$ cat src/rtl/modulo_entrada_ataque.sv
// Player input and attack write path: debounced buttons, attack cursor and shot classifier.
// Build option REPEAT_FLAG_EN: a shot on an already-attacked cell reports status 11.
module modulo_entrada_ataque #(
    parameter int unsigned DEB_CYCLES = 16,
    parameter int unsigned TOTAL_HITS = 5
) (
    input  logic        clk,
    input  logic        clr,
    input  logic        btn_lin,
    input  logic        btn_col,
    input  logic        btn_fire,
    input  logic [34:0] navios,
    output logic [5:0]  coord_at,
    output logic [34:0] m_at,
    output logic [1:0]  status,
    output logic        fire_ack,
    output logic [3:0]  acertos,
    output logic        fim
);

    localparam int unsigned CW = (DEB_CYCLES > 1) ? $clog2(DEB_CYCLES) : 1;
    localparam logic [CW-1:0] LP_CNT_MAX = CW'(DEB_CYCLES - 1);
    localparam logic [CW-1:0] LP_CNT_ONE = CW'(1);
    localparam logic [3:0]    LP_TOTAL   = 4'(TOTAL_HITS);
    localparam logic [1:0]    LP_WATER   = 2'b01;
    localparam logic [1:0]    LP_HIT     = 2'b10;
    localparam logic [1:0]    LP_REPEAT  = 2'b11;
    localparam logic [2:0]    LP_ROW_MAX = 3'd4;
    localparam logic [2:0]    LP_COL_MAX = 3'd6;
    localparam int unsigned   IDX_LIN    = 0;
    localparam int unsigned   IDX_COL    = 1;
    localparam int unsigned   IDX_FIRE   = 2;

    typedef enum logic [1:0] {
        StIdle,
        StCalc,
        StUpd,
        StFim
    } state_t;

    // ------------------------------------------------------------------
    // Button conditioning: synchronizer, debounce, rising-edge pulse
    // ------------------------------------------------------------------
    logic [2:0]    w_btn;
    logic [2:0]    r_sync1;
    logic [2:0]    r_sync2;
    logic [2:0]    r_sync3;
    logic [2:0]    r_acc;
    logic [2:0]    r_acc_d;
    logic [CW-1:0] r_cnt [3];
    logic [2:0]    w_pulse;
    logic          w_p_lin;
    logic          w_p_col;
    logic          w_p_fire;

    assign w_btn = {btn_fire, btn_col, btn_lin};

    // r_sync3 holds the previous synchronized sample so a level change restarts the count
    always_ff @(posedge clk or posedge clr) begin
        if (clr) begin
            r_sync1 <= '0;
            r_sync2 <= '0;
            r_sync3 <= '0;
            r_acc   <= '0;
            r_acc_d <= '0;
            for (int i = 0; i < 3; i++) begin
                r_cnt[i] <= '0;
            end
        end else begin
            r_sync1 <= w_btn;
            r_sync2 <= r_sync1;
            r_sync3 <= r_sync2;
            r_acc_d <= r_acc;
            for (int i = 0; i < 3; i++) begin
                if (r_sync2[i] != r_sync3[i]) begin
                    r_cnt[i] <= '0;
                end else if (r_cnt[i] != LP_CNT_MAX) begin
                    r_cnt[i] <= r_cnt[i] + LP_CNT_ONE;
                end else begin
                    r_acc[i] <= r_sync3[i];
                end
            end
        end
    end

    assign w_pulse  = r_acc & ~r_acc_d;
    assign w_p_lin  = w_pulse[IDX_LIN];
    assign w_p_col  = w_pulse[IDX_COL];
    assign w_p_fire = w_pulse[IDX_FIRE];

    // ------------------------------------------------------------------
    // FSM
    // ------------------------------------------------------------------
    state_t r_state;
    state_t w_state_nxt;
    logic   w_latch;
    logic   w_commit;
    logic   w_fim_set;
    logic   w_move_en;

    always_ff @(posedge clk or posedge clr) begin
        if (clr) begin
            r_state <= StIdle;
        end else begin
            r_state <= w_state_nxt;
        end
    end

    always_comb begin
        w_state_nxt = r_state;
        w_latch     = 1'b0;
        w_commit    = 1'b0;
        w_fim_set   = 1'b0;
        w_move_en   = 1'b1;
        unique case (r_state)
            StIdle: begin
                if (w_p_fire) begin
                    w_latch     = 1'b1;
                    w_state_nxt = StCalc;
                end
            end
            StCalc: begin
                // Classification is committed on this edge so results show up while in UPD
                w_commit    = 1'b1;
                w_state_nxt = StUpd;
            end
            StUpd: begin
                if (acertos == LP_TOTAL) begin
                    w_fim_set   = 1'b1;
                    w_state_nxt = StFim;
                end else begin
                    w_state_nxt = StIdle;
                end
            end
            StFim: begin
                w_move_en = 1'b0;
            end
            default: begin
                w_state_nxt = StIdle;
            end
        endcase
    end

    // ------------------------------------------------------------------
    // Cursor
    // ------------------------------------------------------------------
    logic [2:0] r_row;
    logic [2:0] r_col;
    logic [2:0] w_row_nxt;
    logic [2:0] w_col_nxt;
    logic [2:0] r_lat_row;
    logic [2:0] r_lat_col;

    always_comb begin
        w_row_nxt = r_row;
        w_col_nxt = r_col;
        if (w_move_en && w_p_lin) begin
            w_row_nxt = (r_row == LP_ROW_MAX) ? 3'd0 : r_row + 3'd1;
        end
        if (w_move_en && w_p_col) begin
            w_col_nxt = (r_col == LP_COL_MAX) ? 3'd0 : r_col + 3'd1;
        end
    end

    // The shot uses the cursor as it was before any move in the same cycle
    always_ff @(posedge clk or posedge clr) begin
        if (clr) begin
            r_row     <= '0;
            r_col     <= '0;
            r_lat_row <= '0;
            r_lat_col <= '0;
        end else begin
            r_row <= w_row_nxt;
            r_col <= w_col_nxt;
            if (w_latch) begin
                r_lat_row <= r_row;
                r_lat_col <= r_col;
            end
        end
    end

    // ------------------------------------------------------------------
    // Shot classification and attack matrix
    // ------------------------------------------------------------------
    logic [5:0]  w_cell;
    logic [5:0]  w_idx;
    logic        w_atk;
    logic        w_shp;
    logic [34:0] r_m_at;
    logic [34:0] w_m_at_nxt;
    logic [1:0]  r_status;
    logic [1:0]  w_status_nxt;
    logic [3:0]  r_acertos;
    logic [3:0]  w_acertos_nxt;
    logic        r_fire_ack;
    logic        r_fim;

    assign w_cell = ({3'b000, r_lat_col} * 6'd5) + {3'b000, r_lat_row};
    assign w_idx  = 6'd34 - w_cell;
    assign w_atk  = r_m_at[w_idx];
    assign w_shp  = navios[w_idx];

    always_comb begin
        w_m_at_nxt    = r_m_at;
        w_status_nxt  = r_status;
        w_acertos_nxt = r_acertos;
        if (w_commit) begin
            if (!w_atk) begin
                w_m_at_nxt[w_idx] = 1'b1;
                w_status_nxt      = w_shp ? LP_HIT : LP_WATER;
                if (w_shp && (r_acertos != 4'hF)) begin
                    w_acertos_nxt = r_acertos + 4'd1;
                end
            end else begin
`ifdef REPEAT_FLAG_EN
                w_status_nxt = LP_REPEAT;
`else
                w_status_nxt = w_shp ? LP_HIT : LP_WATER;
`endif
            end
        end
    end

    always_ff @(posedge clk or posedge clr) begin
        if (clr) begin
            r_m_at     <= '0;
            r_status   <= '0;
            r_acertos  <= '0;
            r_fire_ack <= 1'b0;
            r_fim      <= 1'b0;
        end else begin
            r_m_at     <= w_m_at_nxt;
            r_status   <= w_status_nxt;
            r_acertos  <= w_acertos_nxt;
            r_fire_ack <= w_commit;
            if (w_fim_set) begin
                r_fim <= 1'b1;
            end
        end
    end

`ifndef REPEAT_FLAG_EN
    logic w_unused;
    assign w_unused = ^LP_REPEAT;
`endif

    assign coord_at = {r_row, r_col};
    assign m_at     = r_m_at;
    assign status   = r_status;
    assign fire_ack = r_fire_ack;
    assign acertos  = r_acertos;
    assign fim      = r_fim;

endmodule

$ cat config.mk
export PLATFORM = sky130hd
export DESIGN_NAME = modulo_entrada_ataque
export DESIGN_NICKNAME = d
export VERILOG_FILES = /design/src/rtl/modulo_entrada_ataque.sv
export SDC_FILE = /design/constraint.sdc
export NUM_CORES = 1
export LEC_CHECK = 0
export CORE_MARGIN = 3
export CORE_UTILIZATION = 45
export DETAILED_ROUTE_END_ITERATION = 10
export PLACE_DENSITY = 0.81
export SETUP_SLACK_MARGIN = 0.02
export SYNTH_ARGS = -nofsm -noshare
export SYNTH_HDL_FRONTEND = slang
export SYNTH_SLANG_ARGS = --single-unit
$ cat constraint.sdc
create_clock -name clk -period 6.3 [get_ports clk]
set_input_delay 1.575 -clock clk [delete_from_list [all_inputs] [get_ports clk]]
set_output_delay 1.575 -clock clk [all_outputs]
set_load 0.02 [all_outputs]
==> qor.txt, run 1 <==
top routing layer used: met4
Max Buffers Root-to-Sink: 2
# diodes: 0
CP max FO: 29
placer congestion estimate: 0.884
1st-pass router iterations: 5
Seq/Total Area, Yosys: 48.5%
share of cells above drive strength 1: 8.37%
met3 wire length: 940 um
Final Max Slew Viols: 0
Hold Vio Cnt, Final: 0
Crit-path slowest cell: ha_1
worst hold path class: reg2reg
static leakage: 2.37 nW
CTS sink cnt: 84
Cells after Synth: 383
Cell variety after synth: 62
Rows: 35
CTS Buf Count: 9
global-route usage over all layers: 19.4%
Largest stage delay, worst path: 1.00 ns
Max rail drop VDD: 428 uV
grt ovf: 0
status: finished, final reports clean
Setup Skew: 0.0110 ns
met1 WL: 4240 um
CP Class: reg2reg
Die ar.: 10900 sq um
Buffers on Ports: 88
most frequent cells after synthesis: 84 x dfrtp_1, 31 x nand2_1, 29 x o21bai_1, 24 x nor2_1, 20 x ha_1
area delta synth->final: 27.2%
count leader, synth: dfrtp_1
Final Setup Violations: 0
RSZ-0062 raised after global routing: no
Fmax achieved: 245 MHz
Synth Area per Inst: 11.3 sq um
Worst Setup End Kind: register
Cell Chain, Critical Path: ha_1, ha_1, inv_1, ha_1, mux2_1, a221oi_1, o2111ai_1, o311ai_1, a32oi_1, nor3b_1, mux2_1
first-pass GRT wire length: 17100 um
relative slew slack: 27.4%
overall die height: 104 um
crit path DAT: 4.32 ns
Core Area: 9280 sq um
Startpoint Class: register
routed via count: 3431
#FFs+latches synth: 84
Worst-Margin Slew: 1.09 ns
DRC viols: 0
final core utilization: 59.4%
Post-synth ARST share: 100%
hpwl dp: 7440 um
fin crit share: 64.8%
Crit path top cell by count: ha_1
Post-Syn Nets: 444
Synth area leader: dfrtp_1
final WL: 10300 um
Yosys top cell area share: 48.5%
drt wl/cell: 16.9 um
pin count of the biggest net entering global routing: 85
antenna-violating nets left: 0
antenna violations before repair: 0
Met2 Wirelength: 4820 um
Tmin final: 4.08 ns
clk slew on worst S/H paths: 0.09 ns
Synth Flop Type: dfrtp_1
Post-synth EDFFs: 0
worst skew pair latency: 0.36 ns
post-CTS resize count: 0
PwrDens: 623 nW/um^2
post-layout net count: 534
Root Driver: clkbuf_8
chip width: 104 um
hold buffer count at cts: 0
DRT iter0 DRCs: 213
Post-CTS Setup Inserts: 0
number of global-route vias before repair: 3438
Yosys Warn Count: 0
Initial Util: 46.7%
CP Data Required Time: 6.53 ns
Sum Neg Setup Slack: 0 ns
drt via density: 5.65
synth top area cells: dfrtp_1 48%, ha_1 5.8%, o21bai_1 5.0%
# Max-Cap Violations: 0
TritonCTS clock tree: yes
H-tree lvl count: 3
Mapped Area: 4340 sq um
IO Pins: 89
## per-layer routing
metal  up-vias  global-route usage, %
met5         -                      0
met1      1684                   24.4
li1       1580                      -
met2       142                   31.4
met4         0                   6.74
met3        25                   6.52
## report_power, final
| part | internal [mW] | total, mW | switching (mW) |
|---|---|---|---|
| Combinational | 0.892 | 2.22 | 1.33 |
| Sequential | 0.686 | 0.822 | 0.135 |
| Clock | 0.188 | 0.396 | 0.208 |
## layout by cell type, fill, tap and decap left out, types with 4 or more instances in the layout
cell type / instances
o21bai_1: 29
a31oi_1: 7
nor2b_1: 4
a41o_1: 4
nor3b_1: 5
a211oi_1: 5
xnor2_1: 4
ha_1: 20
a21oi_1: 5
nand2b_1: 4
clkdlybuf4s50_1: 88
xor2_1: 5
nor2_1: 24
nand4_1: 4
o21ai_0: 17
mux2i_1: 17
clkbuf_8: 9
inv_1: 18
nor3_1: 5
nand3_1: 18
dfrtp_1: 84
mux4_1: 4
nand2_1: 31
mux2_2: 8
## metrics by stage
step / hold slack (ns) / cell area, sq um / setup WS, ns / total power [mW] / std cells
2_1_floorplan: 0.331 / 4340 / 2.56 / 2.44 / 383
3_3_place_gp: 0.331 / 5310 / 2.48 / 2.96 / 591
3_5_place_dp: 0.337 / 5310 / 2.33 / 3.02 / 591
4_1_cts: 0.358 / 5520 / 2.27 / 3.43 / 607
5_1_grt: 0.364 / 5520 / 2.05 / 3.66 / 607
6_report: 0.356 / 5520 / 2.22 / 3.44 / 607
## critical path, delay by kind of cell, from the launching register on
kind | cells | cell delay (ns)
AOI/OAI and AO/OA | 4 | 0.98
DFF | 1 | 0.39
adders and majority gates | 3 | 1.56
buffers and inverters | 1 | 0.04
muxes | 2 | 0.74
and+or+nand+nor | 1 | 0.24
## layout make-up
cell class / count / area, sq um
Fill cell: 788 / 3770
Sequential cell: 84 / 2100
Multi-Input combinational cell: 267 / 2070
Timing Repair Buffer: 91 / 903
Tap cell: 129 / 161
Clock buffer: 9 / 124
Clock inverter: 7 / 80.1
Inverter: 20 / 76.3
## cells by family (layout without fill, tap and decap cells)
| logic type | count (synthesis) | after routing | share of synthesized area (%) |
|---|---|---|---|
| AND/OR/NAND/NOR | 108 | 108 | 12.8 |
| flip-flops | 84 | 84 | 48.5 |
| multiplexers | 35 | 35 | 10.8 |
| XOR/XNOR | 10 | 10 | 2.19 |
| adder cells (fa/ha/maj) | 21 | 21 | 6.23 |
| buffers and inverters | 32 | 127 | 3.81 |
| AO/OA/AOI/OAI | 93 | 93 | 15.7 |
## sequential cells by signal, summed over array words and instances (netlist names)
signal,count
r_sync3,3
acertos,4
status,2
r_col,3
r_sync2,3
r_state,2
fire_ack,1
r_cnt,12
r_lat_row,3
r_acc_d,3
fim,1
r_row,3
r_acc,3
r_sync1,3
m_at,35
r_lat_col,3
## path summary, 6_finish.rpt
check / from / depth (start not counted) / slack, ns / to
setup reg to reg: r_lat_row[2] / 11 / 2.22 / acertos[2]
hold reg to reg: r_sync1[0] / 0 / 0.36 / r_sync2[0]
max in group asynchronous: clr / 3 / 3.79 / acertos[0]
min in group asynchronous: clr / 3 / 1.87 / r_cnt[0]
setup / recovery: r_lat_row[2] / 11 / 2.22 / acertos[2]
hold / removal: r_sync1[0] / 0 / 0.36 / r_sync2[0]
Note: power is estimated with default switching activity, not from simulation.
==> inputs of run 2 (changes only) <==
==> constraint.sdc (replaced) <==
create_clock -name clk -period 3.79 [get_ports clk]
set_input_delay 0.9475 -clock clk [delete_from_list [all_inputs] [get_ports clk]]
set_output_delay 0.9475 -clock clk [all_outputs]
set_load 0.02 [all_outputs]
==> run 2 against run 1 <==
First-iteration DRC count decreased by 9.4%. Total power increased by 70%. Clock skew about the same. Wire length increased by 2.0%.
==> qor.txt, run 2 (synthesis results as in run 1) <==
Rows: 35 (unchanged)
area delta synth->final: 28.4%
CP Class: reg2reg
pre-CTS WS: 0.228 ns (-2.10 ns)
crit path DAT: 3.78 ns (-0.54 ns)
Final Max Slew Viols: 0 (unchanged)
met3 wire length: 715 um (-24%)
Tmin final: 3.54 ns (-0.544 ns)
Buffers on Ports: 88 (unchanged)
DRC viols: 0 (unchanged)
Max Buffers Root-to-Sink: 2 (unchanged)
Die ar.: 10900 sq um (unchanged)
pin count of the biggest net entering global routing: 47 (-45%)
antenna-violating nets left: 0 (unchanged)
Fmax achieved: 282 MHz (+15%)
area occupied by multi-input gates: 2070 sq um (+0.12%)
Design Power: 5.85 mW (+70%)
drt wl/cell: 17.2 um (+1.5%)
first-pass GRT wire length: 17900 um (+4.7%)
Sum Neg Setup Slack: 0 ns (unchanged)
Startpoint Class: register
CTS Buf Count: 9 (unchanged)
H-tree lvl count: 3 (unchanged)
Setup Skew: 0.0114 ns (+0.000476 ns)
placer congestion estimate: 0.902 (+2.0%)
status: finished, final reports clean
grt ovf: 0 (unchanged)
share of cells above drive strength 1: 9.15% (+0.78 points)
PwrDens: 1050 nW/um^2 (+69%)
commonest non-fill, non-tap cells in the layout: 88 x clkdlybuf4s50_1, 84 x dfrtp_1, 31 x nand2_1
Final Setup Violations: 0 (unchanged)
Met2 Wirelength: 5060 um (+5.0%)
fin crit share: 93.4% (+29 points)
Crit-path slowest cell: ha_2
RSZ-0062 raised after global routing: no
global-route usage over all layers: 20.2% (+0.85 points)
chip width: 104 um (unchanged)
relative slew slack: 54.4% (+27 points)
overall die height: 104 um (unchanged)
CP max FO: 9 (-69%)
post-layout net count: 537 (+0.56%)
Worst Setup End Kind: register
IO Pins: 89 (unchanged)
Worst-Margin Slew: 0.683 ns (-0.406 ns)
post-CTS resize count: 0 (unchanged)
1st-pass router iterations: 4 (-1)
hold buffer count at cts: 0 (unchanged)
static leakage: 2.40 nW (+1.1%)
Sequential cell area: 2100 sq um (unchanged)
Max rail drop VDD: 555 uV (+30%)
worst setup margin: 0.250 ns (-1.97 ns)
DRT iter0 DRCs: 193 (-9.4%)
TritonCTS clock tree: yes
Cell Chain, Critical Path: inv_1, ha_1, fa_1, ha_2, mux2_2, a22oi_1, o22ai_1, o311ai_1, a32oi_1, nor3b_1, mux2_1
hpwl dp: 7980 um (+7.3%)
Largest register FFs: 35 (unchanged)
Root Driver: clkbuf_8
number of global-route vias before repair: 3593 (+4.5%)
Post-CTS Setup Inserts: 0 (unchanged)
Core Area: 9280 sq um (unchanged)
# Max-Cap Violations: 0 (unchanged)
commonest non-fill, non-tap cell in the layout: clkdlybuf4s50_1
CP Data Required Time: 4.03 ns (-2.50 ns)
delay-heaviest family, CP: adder cells
# diodes: 0 (unchanged)
top routing layer used: met4
final WL: 10500 um (+2.0%)
antenna violations before repair: 0 (unchanged)
clk slew on worst S/H paths: 0.09 ns (about the same)
Initial Util: 46.7% (unchanged)
Largest stage delay, worst path: 0.50 ns (-0.50 ns)
crit path buf inv count: 1 (unchanged)
Filler cells: 787 (-0.13%)
routed via count: 3399 (-0.93%)
worst hold path class: reg2reg
Hold Vio Cnt, Final: 0 (unchanged)
drt via density: 5.57 (-1.4%)
worst skew pair latency: 0.36 ns (about the same)
CTS sink cnt: 84 (unchanged)
met1 WL: 4490 um (+5.8%)
-- run 2: cell type report --
type	count	share of cell area, %
sequential	84	37.7
timing repair buffer	94	17.3
multi-input combinational	267	37.2
clock buffer	9	2.22
clock inverter	7	1.26
tap	129	2.90
inverter	20	1.37
-- run 2: stage by stage --
step	utilization [%]	hold WS (ns)	area, sq um	instances
floorplan	-	0.331	4340	383
global placement	57.9	0.334	5370	594
detailed placement	57.9	0.337	5370	594
CTS	60.0	0.360	5570	610
global route	60.0	0.365	5570	610
finish	60.0	0.360	5570	610
-- run 2: path summary, 6_finish.rpt --
path,startpoint,end,slack (ns),cells past startpoint
worst min-delay path,r_sync1[1],r_sync2[1],0.36,0
worst max register to register,r_lat_col[0],acertos[2],0.25,11
worst max-delay path,r_lat_col[0],acertos[2],0.25,11
min in group asynchronous,clr,r_sync1[2],0.97,2
worst min register to register,r_sync1[1],r_sync2[1],0.36,0
max in group asynchronous,clr,m_at[5],2.17,3
-- run 2: layer usage --
metal	vias to the layer above	track usage [%]
li1	1586	-
met1	1679	25.6
met2	118	33.8
met3	16	5.40
met4	0	6.74
met5	-	0
-- run 2: where the power goes --
part           internal, mW  switching [mW]  total (mW)
clock                 0.255           0.368       0.623
sequential             1.14           0.233        1.37
combinational          1.64            2.22        3.86
total                  3.03            2.82        5.85
==> inputs of run 3 (changes only) <==
--- a/config.mk
+++ b/config.mk
@@ -5,11 +5,12 @@
 export SDC_FILE = /design/constraint.sdc
 export NUM_CORES = 1
 export LEC_CHECK = 0
+export ABC_AREA = 1
 export CORE_MARGIN = 3
 export CORE_UTILIZATION = 45
 export DETAILED_ROUTE_END_ITERATION = 10
-export PLACE_DENSITY = 0.81
-export SETUP_SLACK_MARGIN = 0.02
+export PLACE_DENSITY = 0.8
+export SETUP_SLACK_MARGIN = 0.3
 export SYNTH_ARGS = -nofsm -noshare
 export SYNTH_HDL_FRONTEND = slang
 export SYNTH_SLANG_ARGS = --single-unit
==> run 3 against run 2 <==
Total power decreased by 65%. Sequential power decreased by 25%. Via count increased by 22%. Combinational power decreased by 89%.
==> qor.txt, run 3 <==
worst hold path endpoint: r_sync2[0]
final WL: 11800 um (+13%)
Max rail drop VDD: 222 uV (-60%)
CP Data Required Time: 4.03 ns (about the same)
area delta synth->final: 25.1%
RR Endpoint: m_at[3]
HP Start: r_sync1[0]
IO Pins: 89 (unchanged)
Logic pwr share: 20.2% (-46 points)
PwrDens: 362 nW/um^2 (-66%)
Setup Skew: 0.0132 ns (+0.00172 ns)
pin count of the biggest net entering global routing: 44 (-6.4%)
chip width: 106 um (+2.1%)
Seq/Total Area, Yosys: 46.4% (-2.1 points)
worst hold path class: reg2reg
Synth area leader: dfrtp_1
TritonCTS clock tree: yes
worst skew pair latency: 0.37 ns (about the same)
RSZ-0062 raised after global routing: no
number of global-route vias before repair: 4232 (+18%)
Initial Util: 46.4% (-0.32 points)
count leader, synth: nand2_1
1st-pass router iterations: 5 (+1)
antenna-violating nets left: 0 (unchanged)
net switching fraction of the power: 31.4% (-17 points)
hold buffer count at cts: 0 (unchanged)
Post-Syn Nets: 623 (+40%)
Int Pwr: 1.41 mW (-54%)
Worst Setup End Kind: register
routed via count: 4145 (+22%)
antenna violations before repair: 0 (unchanged)
Root Driver: clkbuf_8
CP max FO: 31 (+22)
overall die height: 106 um (+2.1%)
Die ar.: 11300 sq um (+4.3%)
Rows: 36 (+2.9%)
Cell variety after synth: 34 (-45%)
Buffers on Ports: 88 (unchanged)
DRT iter0 DRCs: 253 (+31%)
share of cells above drive strength 1: 5.19% (-4.0 points)
global-route usage over all layers: 21.7% (+1.4 points)
Yosys Warn Count: 0 (unchanged)
Synth Flop Type: dfrtp_1
RR Startpoint: r_lat_col[0]
Worst-Margin Slew: 0.728 ns (+0.0446 ns)
Final Setup Violations: 0 (unchanged)
hpwl dp: 8640 um (+8.2%)
relative slew slack: 51.4% (-3.0 points)
status: finished, final reports clean
Reg power frac: 50.0% (+27 points)
CTS Buf Count: 9 (unchanged)
first-pass GRT wire length: 19700 um (+10%)
commonest non-fill, non-tap cell in the layout: nand2_1
most frequent cells after synthesis: 201 x nand2_1, 84 x dfrtp_1, 57 x inv_1, 48 x nand3_1, 30 x o21bai_1
Largest register FFs: 35 (unchanged)
post-CTS resize count: 0 (unchanged)
Sum Neg Setup Slack: 0 ns (unchanged)
H-tree lvl count: 3 (unchanged)
Startpoint Class: register
Post-DP Area: 5480 sq um (+2.1%)
Design Power: 2.05 mW (-65%)
Post-synth EDFFs: 0 (unchanged)
static leakage: 2.68 nW (+12%)
Filler cells: 877 (+11%)
grt ovf: 0 (unchanged)
Yosys top cell area share: 46.4% (-2.1 points)
fin cells: 788 (+29%)
placed cells: 772 (+30%)
Hold Vio Cnt, Final: 0 (unchanged)
final core utilization: 58.0% (-2.0 points)
Core Area: 9770 sq um (+5.3%)
drt wl/cell: 15.0 um (-13%)
r2r setup slk: 0.62 ns (+0.37 ns)
hold path depth: 0 (unchanged)
placer congestion estimate: 0.936 (+3.8%)
post-layout net count: 711 (+32%)
drt via density: 5.26 (-5.6%)
Tmin final: 3.17 ns (-0.371 ns)
switching pwr: 0.645 mW (-77%)
clock share of power: 29.7% (+19 points)
# Max-Cap Violations: 0 (unchanged)
Post-synth ARST share: 100% (unchanged)
#FFs+latches synth: 84 (unchanged)
Fmax achieved: 316 MHz (+12%)
CP Class: reg2reg
clk slew on worst S/H paths: 0.08 ns (about the same)
synth top area cells: dfrtp_1 46%, nand2_1 17%, ha_1 5.5%
Final Max Slew Viols: 0 (unchanged)
# diodes: 0 (unchanged)
crit path DAT: 3.41 ns (-0.37 ns)
DRC viols: 0 (unchanged)
Synth Area per Inst: 8.07 sq um (-29%)
CTS sink cnt: 84 (unchanged)
design area: 5670 sq um (+1.8%)
worst-case reg-to-reg path depth: 14 (+3)
Mapped Area: 4530 sq um (+4.6%)
fin crit share: 83.6% (-9.8 points)
Cells after Synth: 562 (+47%)
commonest non-fill, non-tap cells in the layout: 201 x nand2_1, 88 x clkdlybuf4s50_1, 84 x dfrtp_1
Post-CTS Setup Inserts: 0 (unchanged)
Max Buffers Root-to-Sink: 2 (unchanged)
## run 3: layout make-up
cell class	count	area (sq um)	area share, %
clock buffer	10	138	2.43
clock inverter	6	46.3	0.816
inverter	63	240	4.24
multi-input combinational	401	2060	36.4
sequential	84	2100	37.1
tap	133	166	2.93
timing repair buffer	91	916	16.2
## run 3: how the worst max path moves through the flow
stage | endpoint | cells after the start | slack [ns] | from
3_3_place_gp | m_at[17] | 14 | 0.78 | r_lat_col[0]
3_5_place_dp | m_at[11] | 14 | 0.63 | r_lat_col[0]
5_1_grt | m_at[5] | 12 | 0.40 | r_lat_col[0]
4_1_cts | m_at[9] | 14 | 0.60 | r_lat_col[0]
2_1_floorplan | acertos[0] | 1 | 0.68 | clr
6_report | m_at[3] | 14 | 0.62 | r_lat_col[0]
## run 3: through the flow
stage	worst slack (ns)	hold slack, ns
2_1_floorplan	0.677	0.331
3_3_place_gp	0.777	0.335
3_5_place_dp	0.628	0.337
4_1_cts	0.603	0.365
5_1_grt	0.399	0.375
6_report	0.621	0.358
## run 3: cells by family (layout without fill, tap and decap cells)
logic type	Yosys count	count (layout)	share of synthesized area, %
AND/OR/NAND/NOR	291	291	26.4
flip-flops	84	84	46.4
AO/OA/AOI/OAI	82	82	11.7
buffers and inverters	77	170	8.22
adder cells (fa/ha/maj)	21	21	5.96
XOR/XNOR	7	7	1.35
## run 3: worst max-delay path, stage by stage (launching register included)
cell      delay, ns
dfrtp_1        0.41
ha_1           0.29
ha_1           0.28
inv_1          0.04
ha_1           0.45
nor2_1         0.51
nand3_1        0.16
nand2_1        0.10
nor2_1         0.04
nand3_1        0.08
nand3_1        0.09
nand2_2        0.10
a21oi_4        0.10
inv_4          0.28
o21bai_1       0.11
## run 3: per-layer routing
metal	GRT usage [%]	wire, um	vias to the layer above
met5	0	0	-
met4	7.22	295	0
met3	6.98	928	31
met2	36.1	5470	157
met1	26.5	5120	1980
li1	-	-	1977
## run 3: power groups by stage
stage | registers (mW) | logic (mW) | clock network, mW
2_1_floorplan | 1.08 | 0.212 | 0
5_1_grt | 1.04 | 0.464 | 0.666
3_5_place_dp | 1.04 | 0.418 | 0
6_report | 1.03 | 0.415 | 0.611
4_1_cts | 1.03 | 0.420 | 0.627
3_3_place_gp | 1.04 | 0.401 | 0
==> edit 1: new RTL, settings of run 3 <==
The option `REPEAT_FLAG_EN` is turned on by a define.
--- a/src/rtl/modulo_entrada_ataque.sv
+++ b/src/rtl/modulo_entrada_ataque.sv
@@ -1,5 +1,7 @@
 // Player input and attack write path: debounced buttons, attack cursor and shot classifier.
 // Build option REPEAT_FLAG_EN: a shot on an already-attacked cell reports status 11.
+`define REPEAT_FLAG_EN
+
 module modulo_entrada_ataque #(
     parameter int unsigned DEB_CYCLES = 16,
     parameter int unsigned TOTAL_HITS = 5
Function: no difference found for any inputs over 10 cycles, from zero or initial values; that may be too few to reach the edited logic, so the function may still have changed.
==> edit 1 against run 3 <==
  * Core utilization increased by 0.84 points
  * Via count increased by 3.0%
  * Worst setup slack got worse by 0.035 ns
  * Final area increased by 2.4%
  * Synthesized area increased by 1.6%
  * Global-route usage decreased by 1.1 points
  * Wire length decreased by 4.4%
  * Sequential cell count unchanged
  * Power increased by 4.6%
==> edit 1: results (changes against run 3) <==
Commonest cells in the netlist -> 180 x nand2_1, 99 x inv_1, 84 x dfrtp_1 (was 201 x nand2_1, 84 x dfrtp_1, 57 x inv_1)
Area contributors post-synth -> dfrtp_1 46%, nand2_1 15%, inv_1 8.1%, nand3_1 7.4%, ha_1 5.4% (was dfrtp_1 46%, nand2_1 17%, ha_1 5.5%, nand3_1 5.3%, o21bai_1 5.0%)
Pleak -> 2.94 nW (was 2.68 nW)
Crit path arrival time -> 3.44 ns (was 3.41 ns)
Wirelength per Cell -> 13.6 um (was 15.0 um)
Placement Setup Slack -> 0.474 ns (was 0.628 ns)
M1 WL -> 4460 um (was 5120 um)
Combinational Power -> 0.000471 W (was 0.000415 W)
Hold endpoint -> r_sync2[2]$_DFF_PP0_ (was r_sync2[0]$_DFF_PP0_)
Initial DRC count -> 252 (was 253)
Worst vdd ir -> 315 uV (was 222 uV)
Met3 wire length -> 774 um (was 928 um)
Routed vias -> 4,271 (was 4,145)
First-pass GRT wire length -> 19,300 um (was 19,700 um)
PD cells -> 370 nW/um^2 (was 362 nW/um^2)
Yosys cell types -> 29 (was 34)
Reg2Reg Setup Slack -> 0.59 ns (was 0.62 ns)
GRT Total Usage -> 20.6% (was 21.7%)
Sequential area share after synthesis -> 45.6% (was 46.4%)
Final setup margin -> 0.586 ns (was 0.621 ns)
Max stage delay on crit path -> 0.69 ns (was 0.51 ns)
M1 GR Usage -> 24.6% (was 26.5%)
Crit-path max FO -> 11 (was 31)
CP max stage cell -> fa_2 (was nor2_1)
Hpwl dp -> 8510 um (was 8640 um)
Global Route met2 Usage -> 36.5% (was 36.1%)
Status -> completed (unchanged)
Worst Setup EP -> acertos[2]$_DFFE_PP0P_ (was m_at[3]$_DFFE_PP0P_)
Clock skew -> 0.0114 ns (was 0.0132 ns)
Worst Tran Pin Value -> 0.696 ns (was 0.728 ns)
Hold_sp -> r_sync1[2]$_DFF_PP0_ (was r_sync1[0]$_DFF_PP0_)
Largest net degree at the start of global routing -> 47 (was 44)
Share of cells above drive strength 1 -> 6.03% (was 5.19%)
Met3 usage -> 4.09% (was 6.98%)
-- edit 1: final cells by class --
cell class	instances	area, um^2
fillers	865	4060
clock inverters	6	63.8
multi-input cells	398	2000
inverters	104	398
clock buffers	10	138
well taps	133	166
flip-flops and latches	84	2100
repair buffers	94	938
-- edit 1: cells by family (layout without fill, tap and decap cells) --
logic type               count (synthesis)  in the layout  synth area share (%)
AO/OA/AOI/OAI                           64             64                  7.93
AND/OR/NAND/NOR                        307            307                  28.4
buffers and inverters                  118            214                  11.0
XOR/XNOR                                 6              6                  1.14
flip-flops                              84             84                  45.6
adder cells (fa/ha/maj)                 21             21                  5.87
-- edit 1: through the flow --
step                std cells  util [%]  hold slack (ns)  area [um^2]
finish                    829      58.9            0.349         5810
global route              829      58.9            0.364         5810
CTS                       827      58.6            0.354         5780
detailed placement        811      56.6            0.343         5580
global placement          811      56.6            0.334         5580
floorplan                 600         -            0.331         4610
